`config.mk`:
```
export PLATFORM = sky130hd
export DESIGN_NAME = apu_reg_writer
export DESIGN_NICKNAME = d
export VERILOG_FILES = /design/src/rtl/apu_reg_writer_pkg.sv /design/src/rtl/apu_reg_writer_parser.sv /design/src/rtl/apu_reg_writer.sv
export SDC_FILE = /design/constraint.sdc
export NUM_CORES = 1
export LEC_CHECK = 0
export ABC_AREA = 1
export BUFFER_PORTS_ARGS = -buffer_cell sky130_fd_sc_hd__buf_2
export CAP_MARGIN = 20
export CELL_PAD_IN_SITES_DETAIL_PLACEMENT = 1
export CELL_PAD_IN_SITES_GLOBAL_PLACEMENT = 1
export CORE_MARGIN = 4
export CORE_UTILIZATION = 37
export DETAILED_ROUTE_END_ITERATION = 6
export PLACE_DENSITY = 0.86
export SLEW_MARGIN = 20
export SYNTH_ARGS = -nofsm -noshare
export SYNTH_HDL_FRONTEND = slang
export SYNTH_SLANG_ARGS = --single-unit
```
`constraint.sdc`:
```
create_clock -name clk -period 3 [get_ports clk]
set_clock_uncertainty 0.15 [all_clocks]
set_input_delay 0.45 -clock clk [delete_from_list [all_inputs] [get_ports clk]]
set_output_delay 0.45 -clock clk [all_outputs]
set_load 0.03 [all_outputs]
```
`src/rtl/apu_reg_writer_pkg.sv`:
```
// ---------------------------------------------------------------------------
// apu_reg_writer_pkg
//   Shared types and field positions for the APU host command stream.
//   Command frame = header byte {1, d7, 0, 0, ch[1:0], r[1:0]} followed by a
//   data byte {0, d[6:0]}; the written value is {d7, d[6:0]}.
// ---------------------------------------------------------------------------
package apu_reg_writer_pkg;

    typedef enum logic [1:0] {
        IDLE      = 2'd0,
        WAIT_DATA = 2'd1,
        COMMIT    = 2'd2
    } state_e;

    localparam int HDR_SYNC    = 7;   // 1 = header, 0 = data
    localparam int HDR_D7      = 6;   // bit 7 of the value being written
    localparam int HDR_RSVD_HI = 5;
    localparam int HDR_RSVD_LO = 4;
    localparam int HDR_CH_HI   = 3;
    localparam int HDR_CH_LO   = 2;
    localparam int HDR_REG_HI  = 1;
    localparam int HDR_REG_LO  = 0;

    // Writes to this register index are announced to the channel via reg_change.
    localparam logic [1:0] REG_TRIGGER = 2'd3;

    // A header is usable only when the reserved bits are clear and the
    // addressed channel exists.
    function automatic logic hdr_valid(input logic [7:0] b, input int unsigned nchan);
        return (b[HDR_RSVD_HI:HDR_RSVD_LO] == 2'b00) &&
               (32'(b[HDR_CH_HI:HDR_CH_LO]) < nchan);
    endfunction

endpackage

```
`src/rtl/apu_reg_writer_parser.sv`:
```
// ---------------------------------------------------------------------------
// apu_cmd_parser
//   Command stream decoder: IDLE / WAIT_DATA / COMMIT state machine, the
//   header-to-data timeout counter and protocol error detection.
//
//   Ports
//     clk, rst_n      clock, asynchronous active-low reset
//     rx_data_i       received byte
//     rx_valid_i      one-cycle strobe qualifying rx_data_i
//     wr_en_o         register write this cycle (data byte accepted)
//     wr_ch_o/reg_o   write address
//     wr_val_o        write value {d7, d[6:0]}
//     trig_o          COMMIT of a REG_TRIGGER write: toggle reg_change on this edge
//     trig_ch_o       channel to toggle
//     err_inc_o       number of protocol errors detected this cycle (0..2)
// ---------------------------------------------------------------------------
module apu_cmd_parser
    import apu_reg_writer_pkg::*;
#(
    parameter int NUM_CHAN = 4,
    parameter int TIMEOUT  = 65535
) (
    input  logic       clk,
    input  logic       rst_n,
    input  logic [7:0] rx_data_i,
    input  logic       rx_valid_i,
    output logic       wr_en_o,
    output logic [1:0] wr_ch_o,
    output logic [1:0] wr_reg_o,
    output logic [7:0] wr_val_o,
    output logic       trig_o,
    output logic [1:0] trig_ch_o,
    output logic [1:0] err_inc_o
);

    state_e      state_q, state_d;
    logic        d7_q, d7_d;
    logic [1:0]  ch_q, ch_d;
    logic [1:0]  r_q, r_d;
    logic [15:0] cnt_q, cnt_d;

    logic byte_hdr;
    logic byte_dat;
    logic hdr_ok;

    assign byte_hdr = rx_valid_i &&  rx_data_i[HDR_SYNC];
    assign byte_dat = rx_valid_i && !rx_data_i[HDR_SYNC];
    assign hdr_ok   = hdr_valid(rx_data_i, NUM_CHAN);

    // The write is decoded combinationally so regs_out lands on the edge that
    // leaves WAIT_DATA; the toggle then follows one edge later from COMMIT,
    // giving the channel a full cycle of stable data before it sees the edge.
    assign wr_ch_o   = ch_q;
    assign wr_reg_o  = r_q;
    assign wr_val_o  = {d7_q, rx_data_i[6:0]};
    assign trig_o    = (state_q == COMMIT) && (r_q == REG_TRIGGER);
    assign trig_ch_o = ch_q;

    always_comb begin
        state_d   = state_q;
        d7_d      = d7_q;
        ch_d      = ch_q;
        r_d       = r_q;
        cnt_d     = cnt_q;
        wr_en_o   = 1'b0;
        err_inc_o = 2'd0;

        case (state_q)
            WAIT_DATA: begin
                if (byte_dat) begin
                    wr_en_o = 1'b1;
                    state_d = COMMIT;
                end else if (!rx_valid_i) begin
                    cnt_d = cnt_q + 16'd1;
                    if (cnt_d == 16'(TIMEOUT)) begin
                        err_inc_o = 2'd1;
                        state_d   = IDLE;
                    end
                end
            end
            default: begin
                // IDLE and COMMIT share the same byte handling, so a byte
                // arriving during COMMIT is never lost.
                state_d = IDLE;
                if (byte_dat) begin
                    err_inc_o = 2'd1;
                end
            end
        endcase

        // Headers restart framing from any state. An interrupted frame costs
        // one error, an unusable header costs another.
        if (byte_hdr) begin
            err_inc_o = {1'b0, state_q == WAIT_DATA} + {1'b0, !hdr_ok};
            if (hdr_ok) begin
                d7_d    = rx_data_i[HDR_D7];
                ch_d    = rx_data_i[HDR_CH_HI:HDR_CH_LO];
                r_d     = rx_data_i[HDR_REG_HI:HDR_REG_LO];
                cnt_d   = 16'd0;
                state_d = WAIT_DATA;
            end else begin
                state_d = IDLE;
            end
        end
    end

    always_ff @(posedge clk or negedge rst_n) begin
        if (!rst_n) begin
            state_q <= IDLE;
            d7_q    <= 1'b0;
            ch_q    <= 2'd0;
            r_q     <= 2'd0;
            cnt_q   <= 16'd0;
        end else begin
            state_q <= state_d;
            d7_q    <= d7_d;
            ch_q    <= ch_d;
            r_q     <= r_d;
            cnt_q   <= cnt_d;
        end
    end

endmodule

```
`src/rtl/apu_reg_writer.sv`:
```
// ---------------------------------------------------------------------------
// apu_reg_writer
//   Host-side register file for the sound channels. Decodes the 2-byte
//   command stream (apu_cmd_parser) and holds four 8-bit registers per
//   channel, a per-channel reg_change toggle and a saturating error count.
//
//   Ports
//     clk, rst_n   clock, asynchronous active-low reset
//     rx_data      received byte
//     rx_valid     one-cycle strobe qualifying rx_data
//     regs_out     channel c, register r at [c*32 + r*8 +: 8]
//     reg_change   per-channel toggle, flips once per committed register-3 write
//     err_count    saturating protocol error count
//
//   NUM_CHAN must be 1..4 (2-bit channel field); TIMEOUT must be 1..65535.
// ---------------------------------------------------------------------------
module apu_reg_writer
    import apu_reg_writer_pkg::*;
#(
    parameter int NUM_CHAN = 4,
    parameter int TIMEOUT  = 65535
) (
    input  logic                    clk,
    input  logic                    rst_n,
    input  logic [7:0]              rx_data,
    input  logic                    rx_valid,
    output logic [NUM_CHAN*32-1:0]  regs_out,
    output logic [NUM_CHAN-1:0]     reg_change,
    output logic [7:0]              err_count
);

    logic       wr_en;
    logic [1:0] wr_ch;
    logic [1:0] wr_reg;
    logic [7:0] wr_val;
    logic       trig;
    logic [1:0] trig_ch;
    logic [1:0] err_inc;

    logic [NUM_CHAN*32-1:0] regs_q;
    logic [NUM_CHAN-1:0]    chg_q;
    logic [7:0]             err_q, err_d;

    function automatic logic [7:0] sat_add8(input logic [7:0] a, input logic [1:0] b);
        logic [8:0] s;
        s = {1'b0, a} + {7'b0, b};
        return s[8] ? 8'hFF : s[7:0];
    endfunction

    apu_cmd_parser #(
        .NUM_CHAN (NUM_CHAN),
        .TIMEOUT  (TIMEOUT)
    ) u_parser (
        .clk        (clk),
        .rst_n      (rst_n),
        .rx_data_i  (rx_data),
        .rx_valid_i (rx_valid),
        .wr_en_o    (wr_en),
        .wr_ch_o    (wr_ch),
        .wr_reg_o   (wr_reg),
        .wr_val_o   (wr_val),
        .trig_o     (trig),
        .trig_ch_o  (trig_ch),
        .err_inc_o  (err_inc)
    );

    assign err_d = sat_add8(err_q, err_inc);

    always_ff @(posedge clk or negedge rst_n) begin
        if (!rst_n) begin
            regs_q <= '0;
            chg_q  <= '0;
            err_q  <= 8'd0;
        end else begin
            for (int c = 0; c < NUM_CHAN; c++) begin
                for (int r = 0; r < 4; r++) begin
                    if (wr_en && (wr_ch == 2'(c)) && (wr_reg == 2'(r))) begin
                        regs_q[c*32 + r*8 +: 8] <= wr_val;
                    end
                end
                if (trig && (trig_ch == 2'(c))) begin
                    chg_q[c] <= ~chg_q[c];
                end
            end
            err_q <= err_d;
        end
    end

    assign regs_out   = regs_q;
    assign reg_change = chg_q;
    assign err_count  = err_q;

endmodule

```
* Word-level counts from Yosys, hierarchy flattened *
Index checks and enable logic that the tools add are counted.
Widths: inputs -> output; s select.

word-level totals
  flip-flop bits (word level) = 163
  output and inout port bits = 140
  word-level logic and storage cells = 98

operators by class
  add/subtract/negate cells = 3
  eq/ne operators = 11
  muxes and demuxes = 20
  bitwise gates (word level) = 4
  reduce and logical (&&, ||, !) cells = 34

operators with widths
  kind                   number
  $mux 16                5
  $logic_and 1x1->1      27
  $mux 2                 9
  $add 16x1->16 const B  1
  $eq 16x16->1 const B   1
  $eq 2x2->1 const B     5
  $add 8x2->9            1
  $mux 8                 1
  $eq 2x1->1 const B     3
  $logic_not 2->1        3
  $mux 1                 5
  $ne 4x1->1 const B     1
  $ne 4x2->1 const B     1
  $not 1->1              4
  $reduce_and 2->1       2
  $add 1x1->2            1
  $logic_not 1->1        2

* Logic depth before layout (Yosys ltp) *
Gate-level depths: netlist of the first run.

  depth in word-level cells = 9
  depth in mapped cells = 22

* Cells and area by module *
From an unflattened synthesis of the first run, not the netlist that was laid out.

second synthesis, totals
  cells, all modules = 775
  area total of the unflattened synthesis = 6829.0 µm²

by module, submodules not included
  module          instances  cells an instance  area an instance (µm²)
  apu_reg_writer  1          550                5296.3
  apu_cmd_parser  1          225                1532.7

* Worst setup path before layout of the first run *
Ideal clock, no wire load.

  kind = register -> register
  start = register u_parser.cnt_q[1]
  end = register err_q[6] (netlist: err_count[6])
  arrival = 2.664 ns
  data required time = 2.767 ns
  path slack = 0.104 ns
  cell stages (with the launch flop) = 20
  period minus slack after synthesis = 2.896 ns
  path through = dfrtp_1 > ha_1 > nand2_1 > nor2_1 > nand3_1 > xor2_1 > nand2_1 > nor2_1 > nand2_1 > nand2_1 > nand2_1 > nand2_1 > ha_1 > inv_1 > fa_1 > nor2_1 > nand3_1 > nor2_1 > nand2_1 > o21ai_0

on the way
  longest elaborated chain between the ends = 9

RTL lines
  element                 RTL line                      text
  start, declared         apu_reg_writer_parser.sv:40   logic [15:0] cnt_q, cnt_d;
  start signal, assigned  apu_reg_writer_parser.sv:119  cnt_q <= cnt_d;
  $add 16x1->16           apu_reg_writer_parser.sv:74   cnt_d = cnt_q + 16'd1;
  $eq 16x16->1            apu_reg_writer_parser.sv:75   if (cnt_d == 16'(TIMEOUT)) begin
  $mux 1                  apu_reg_writer_parser.sv:75
  $mux 2                  apu_reg_writer_parser.sv:73   end else if (!rx_valid_i) begin
  $mux 2                  apu_reg_writer_parser.sv:70   if (byte_dat) begin
  $mux 2                  apu_reg_writer_parser.sv:68   case (state_q)
  $mux 2                  apu_reg_writer_parser.sv:93   if (byte_hdr) begin
  $add 8x2->9             apu_reg_writer.sv:46          s = {1'b0, a} + {7'b0, b};
  $mux 8                  apu_reg_writer.sv:47          return s[8] ? 8'hFF : s[7:0];
  net err_d[6]            apu_reg_writer.sv:42          logic [7:0] err_q, err_d;
  end signal, assigned    apu_reg_writer.sv:85          err_q <= err_d;
  end, declared           apu_reg_writer.sv:42

The timed path passes the listed nets, and every way through them passes these cells.
A chain may end at the register's enable or synchronous reset.

* Worst setup path in the final report of the first run *
  start = register u_parser.cnt_q[1]
  end = register err_q[4] (netlist: err_count[4])

Same word-level chain as after synthesis.

==> results.cfg, run 1 <==
[die]
die_area_um2 = 20700
dieWidth_um = 144
dieHeight_um = 144
initial_utilization_pct = 37.8
num_rows = 49
core_um2 = 18100
io_pins = 151

[yosys]
syn_area_um2 = 6830
synth-async-reset-ratio_pct = 100
yosys.area.top_type = dfrtp_1
synth-seq-cells = 163
yosys.area.top_type_share_pct = 59.7
synth_nets = 720
yosysMostFrequentCell = nand2_1
ys_types = 29
synth_flop_cell = dfrtp_1
ys_warn_count = 0
ys_top_cells_by_count = nand2_1, dfrtp_1, o21ai_0
synth_edf_count = 0
synth_cells = 703
synth.avg_cell_area_um2 = 9.72
synth_area_leaders = dfrtp_1, nand2_1, o21ai_0
ys_seq_area_share_pct = 59.7

[routing]
num_vias = 5723
wl_per_cell_um = 19.3
wirelength_mm = 21.6
drtIter0Drc = 335
drt.antenna.violating_nets = 0
drt_first_pass_iters = 4
drc = 0
viasPerCell = 5.10

[cts]
tritoncts = yes
clk_pin_slew_ns = 0.06
cts_buffer_depth = 2
worstSkewPairLatency_ns = 0.43
cts-root-buf = clkbuf_16
cts_buffers = 17
htree_levels = 4
clock_sinks = 163

[pwr]
power_leakage_nw = 4.46
powerDensity_nw_per_um2 = 730
p_total_w = 0.00632
ir_worst_vdd_mv = 0.391

[worst_setup_path]
cp_cell_sequence = ha_4 > nand2_4 > nor2_4 > nand2_1 > nand2_1 > nand2_2 > nor2_2 > nand3_1 > nor2_1 > nand2_1 > nand2_1 > nand2_1 > nand2_1 > ha_2 > inv_2 > fa_2 > nor2_4 > buf_6 > nand2_4 > xor2_2 > nand2_1
required_ns = 3.16
path_class = reg2reg
slowest_delay_ns = 0.41
critical_path.endpoint_type = register
path_max_fanout = 5
critical-path-slowest-cell = dfrtp_1
worstPathArrival_ns = 3.30
cpMostUsedCell = nand2_1
startpoint_type = register

[global_route]
antenna_found_initial = 1
gr-total-overflow = 0
grt_max_degree = 71
grt_pass1_wl_mm = 33.8
grt_pass1_vias = 6146
groute.usage.overall_pct = 21.2

[finish]
final_nets = 897
fin_cells = 1123
drive_gt1_share_pct = 31.5
final_util_pct = 47.9
postLayoutCellArea_um2 = 8660
syn2layout_area_growth_pct = 26.7

[sta]
fin_ws_ns = -0.140
fmax_mhz = 318
period_minus_slack_ns = 3.14
grt_setup_unrepaired = true
slew_headroom_pct = 36.5
period_share_pct = 105
finalSetupViolCount = 9
tightest_slew_ns = 0.951
hold_viol = 0
slew_violations = 0

[place]
gp_congestion = 0.857
placed_cell_area_um2 = 7830
post-place-cells = 1073
dpl.hpwl_mm = 14.3
io_buffers = 150

[min_path]
hp-class = in2reg

[outcome]
failed_checks = setup timing
status = complete, but fails checks

[job]
maxCapViolations = 0
[layout by cell type (no fill, tap or decap), drive strengths merged]
cell type | netlist | routed
ha | 5 | 5
nor2 | 35 | 35
dfrtp | 163 | 163
o21ai | 152 | 152
nor3 | 3 | 3
a31oi | 1 | 1
o211ai | 2 | 2
buf | 16 | 186
xor2 | 4 | 4
clkinv | 0 | 6
o21bai | 2 | 2
dlygate4sd3 | 0 | 1
nand4 | 3 | 3
nand2 | 198 | 198
xnor2 | 5 | 5
clkinvlp | 0 | 2
inv | 54 | 57
diode | 0 | 1
fa | 1 | 1
nand3 | 32 | 32
a21oi | 12 | 12
clkbuf | 13 | 21
or2 | 2 | 2
[layout make-up]
type                            instances  area (µm²)
Timing Repair Buffer                  187        1070
Multi-Input combinational cell        457        2460
Tap cell                              229         287
Antenna cell                            1        2.50
Sequential cell                       163        4080
Inverter                               54         205
Fill cell                            2066        9430
Clock inverter                         11        75.1
Clock buffer                           21         470
[where the power goes]
part	switching [W]	leakage, nW	internal (W)
clock	0.000917	0.270	0.00113
combinational	0.00109	1.99	0.000467
sequential	0.000242	2.21	0.00248
[flip-flops by register name (all words and copies together) (netlist names)]
signal,flops
u_parser.trig_ch_o,2
u_parser.d7_q,1
err_count,8
u_parser.state_q,2
regs_out,128
u_parser.wr_reg_o,2
reg_change,4
u_parser.cnt_q,16
[cells by family (layout without fill, tap and decap cells)]
family / Yosys count / after routing / share of synthesized area [%]
simple gates: 273 / 273 / 18.2
xor+xnor: 9 / 9 / 1.15
other cells: 0 / 1 / 0
compound gates: 169 / 169 / 13.5
flops: 163 / 163 / 59.7
fa+ha+maj: 6 / 6 / 1.21
buf+inv: 83 / 273 / 6.17
[routing by layer]
layer | up-vias | global-route usage, % | share of wire (%)
li1 | 2639 | - | -
met1 | 2887 | 25.7 | 41
met2 | 158 | 35.6 | 50
met3 | 39 | 6.72 | 6.3
met4 | 0 | 7.53 | 2.4
met5 | - | 0 | 0
[critical path, delay by kind of cell, from the launching register on]
kind / cells / cell delay (ns)
DFF: 1 / 0.41
xor gates and xnor gates: 1 / 0.14
buffers and inverters: 2 / 0.18
and+or+nand+nor: 15 / 1.41
adders and majority gates: 3 / 0.73
[repair_timing]
item                                   CTS  global route
setup buffers                           13             3
gates resized for setup                 21            24
setup endpoints to repair                8             9
endpoints found under the hold margin   68             0
hold buffers                             1             0
pin swaps                                9            22
[path summary, 6_finish.rpt]
kind	from	to	slack (ns)	depth (start not counted)
max	u_parser.cnt_q[1]	err_count[4]	-0.14	21
min	rx_data[3]	u_parser.trig_ch_o[1]	0.10	3
max reg2reg	u_parser.cnt_q[1]	err_count[4]	-0.14	21
min reg2reg	reg_change[1]	reg_change[1]	0.32	1
max in group asynchronous	rst_n	u_parser.cnt_q[2]	1.49	3
min in group asynchronous	rst_n	regs_out[5]	0.45	2
[stage by stage]
stage | setup WS [ns] | hold WS (ns) | setup TNS [ns]
6_report | -0.140 | 0.101 | -0.894
3_5_place_dp | -0.449 | 0.313 | -3.26
4_1_cts | 0.0130 | 0.0879 | 0
2_1_floorplan | 0.104 | 0.00441 | 0
5_1_grt | -0.284 | 0.113 | -2.30
3_3_place_gp | -0.159 | 0.310 | -1.03
Power figures use the tool's default switching activity.
==> run 2: changes to the inputs <==
- CORE_MARGIN: 4 -> not set
- CORE_UTILIZATION: 37 -> 44
- HOLD_SLACK_MARGIN: not set -> 0.06
- PLACE_DENSITY: 0.86 -> 0.94
- clock period: 3 -> 3.9 ns (I/O delays scaled with it)
==> results.cfg, run 2 (synthesis results as in run 1) <==
[sta]
slew_violations = 0
period_share_pct = 87.1
fmax_mhz = 294
hold_viol = 0
hold_ws_ns = 0.0488
slew_headroom_pct = 37.2
setup_tns_ns = 0
fin_ws_ns = 0.504
period_minus_slack_ns = 3.40
finalSetupViolCount = 0
grt_setup_unrepaired = false
tightest_slew_ns = 0.941

[finish]
final_util_pct = 54.2
final_nets = 864
largest_register_ffs = 128
final_common_cell = nand2_1
drive_gt1_share_pct = 25.8
final_cell_mix = nand2_1, dfrtp_1, buf_2, o21ai_0, o21ai_1
syn2layout_area_growth_pct = 20.7
diodes = 0

[worst_setup_path]
required_ns = 4.08
path_max_fanout = 7
slowest_delay_ns = 0.41
crit_buf_inv = 1
critical_path.endpoint_type = register
cpMostUsedCell = nand2_1
cp_cell_sequence = ha_1 > nand2_1 > nor2_2 > nand3_1 > xor2_1 > nand2_1 > nor2_1 > nand2_1 > nand2_1 > nand2_1 > nand2_1 > ha_1 > inv_1 > fa_1 > nor2_1 > nand3_1 > nor2_1 > nand2_1 > o21ai_0
path_class = reg2reg
path_delay_family = simple AND/OR/NAND/NOR gates
critical-path-slowest-cell = dfrtp_1
startpoint_type = register
regToRegSetupSlack_ns = 0.50
worstPathArrival_ns = 3.58

[pwr]
clkPwrFrac_pct = 35.2
power.switching_w = 0.00161
p_total_w = 0.00485
ir_worst_vdd_mv = 0.360
seqPwrFrac_pct = 43.0
power_leakage_nw = 4.30
p_comb_share_pct = 21.8
p_sw_share_pct = 33.3
powerDensity_nw_per_um2 = 588
intPower_w = 0.00324

[place]
dpl.hpwl_mm = 13.4
pre_cts_ws_ns = 0.449
io_buffers = 150
gp_congestion = 0.848

[routing]
viasPerCell = 5.24
wirelength_mm = 19.7
wl_per_cell_um = 18.9
drc = 0
drt_first_pass_iters = 4
drtIter0Drc = 274
drt.antenna.violating_nets = 0
num_vias = 5472

[cts]
cts_resized = 0
htree_levels = 4
clk_pin_slew_ns = 0.06
cts_buffers = 17
post-cts-setup-buffers = 0
hold_buffers = 0
clock_sinks = 163
tritoncts = yes
cts-root-buf = clkbuf_16
worstSkewPairLatency_ns = 0.42
cts_buffer_depth = 2

[global_route]
groute.usage.overall_pct = 26.2
grt_pass1_wl_mm = 31.8
antenna_found_initial = 0
gr-total-overflow = 0
grt_pass1_vias = 5779
grt_max_degree = 78

[min_path]
hp-class = in2async

[die]
dieHeight_um = 127
core_um2 = 15200
die_area_um2 = 16000
num_rows = 45
dieWidth_um = 127
initial_utilization_pct = 44.9
io_pins = 151

[outcome]
status = complete, no violations

[job]
maxCapViolations = 0
[run 2: cell count changes in the layout (fill, tap and decap cells not counted), sizes merged]
cell / delta
bufinv: +3
clkinv: -2
clkinvlp: -2
dlygate4sd3: -1
buf: -32
diode: -1
inv: -2
[run 2: metrics by stage]
stage                     std cells  cell area (µm²)
after CTS                      1045             8240
after detailed placement       1016             7650
final                          1045             8250
after global placement         1016             7650
after floorplan                 703             6830
after global routing           1045             8250
[run 2: metal layers]
metal	global-route usage (%)	up-vias	share of wire (%)
li1	-	2571	-
met1	32.2	2743	43
met2	44.6	132	50
met3	7.17	26	5.3
met4	8.79	0	2.0
met5	0	-	0
[run 2: layout make-up]
type	instances	area, µm²
inverter	54	203
timing repair buffer	154	800
fill	1762	6960
clock inverter	8	126
multi-input combinational	457	2330
clock buffer	21	470
tap	188	235
sequential	163	4080
[run 2: final timing paths]
| path | end | cells after the start | start |
|---|---|---|---|
| worst max-delay path | err_count[6] | 19 | u_parser.cnt_q[1] |
| worst min-delay path | regs_out[96] | 1 | rst_n |
| worst max register to register | err_count[6] | 19 | u_parser.cnt_q[1] |
| worst min register to register | reg_change[1] | 1 | reg_change[1] |
| max in group asynchronous | regs_out[41] | 2 | rst_n |
| min in group clk | u_parser.wr_reg_o[0] | 3 | rx_data[0] |
[run 2: power groups by stage]
stage                     Clock (W)  Combinational, W  Sequential [W]
after global routing        0.00180           0.00115         0.00211
after floorplan                   0          0.000374         0.00240
after global placement            0           0.00101         0.00209
after detailed placement          0           0.00106         0.00210
final                       0.00171           0.00106         0.00208
after CTS                   0.00173           0.00106         0.00208
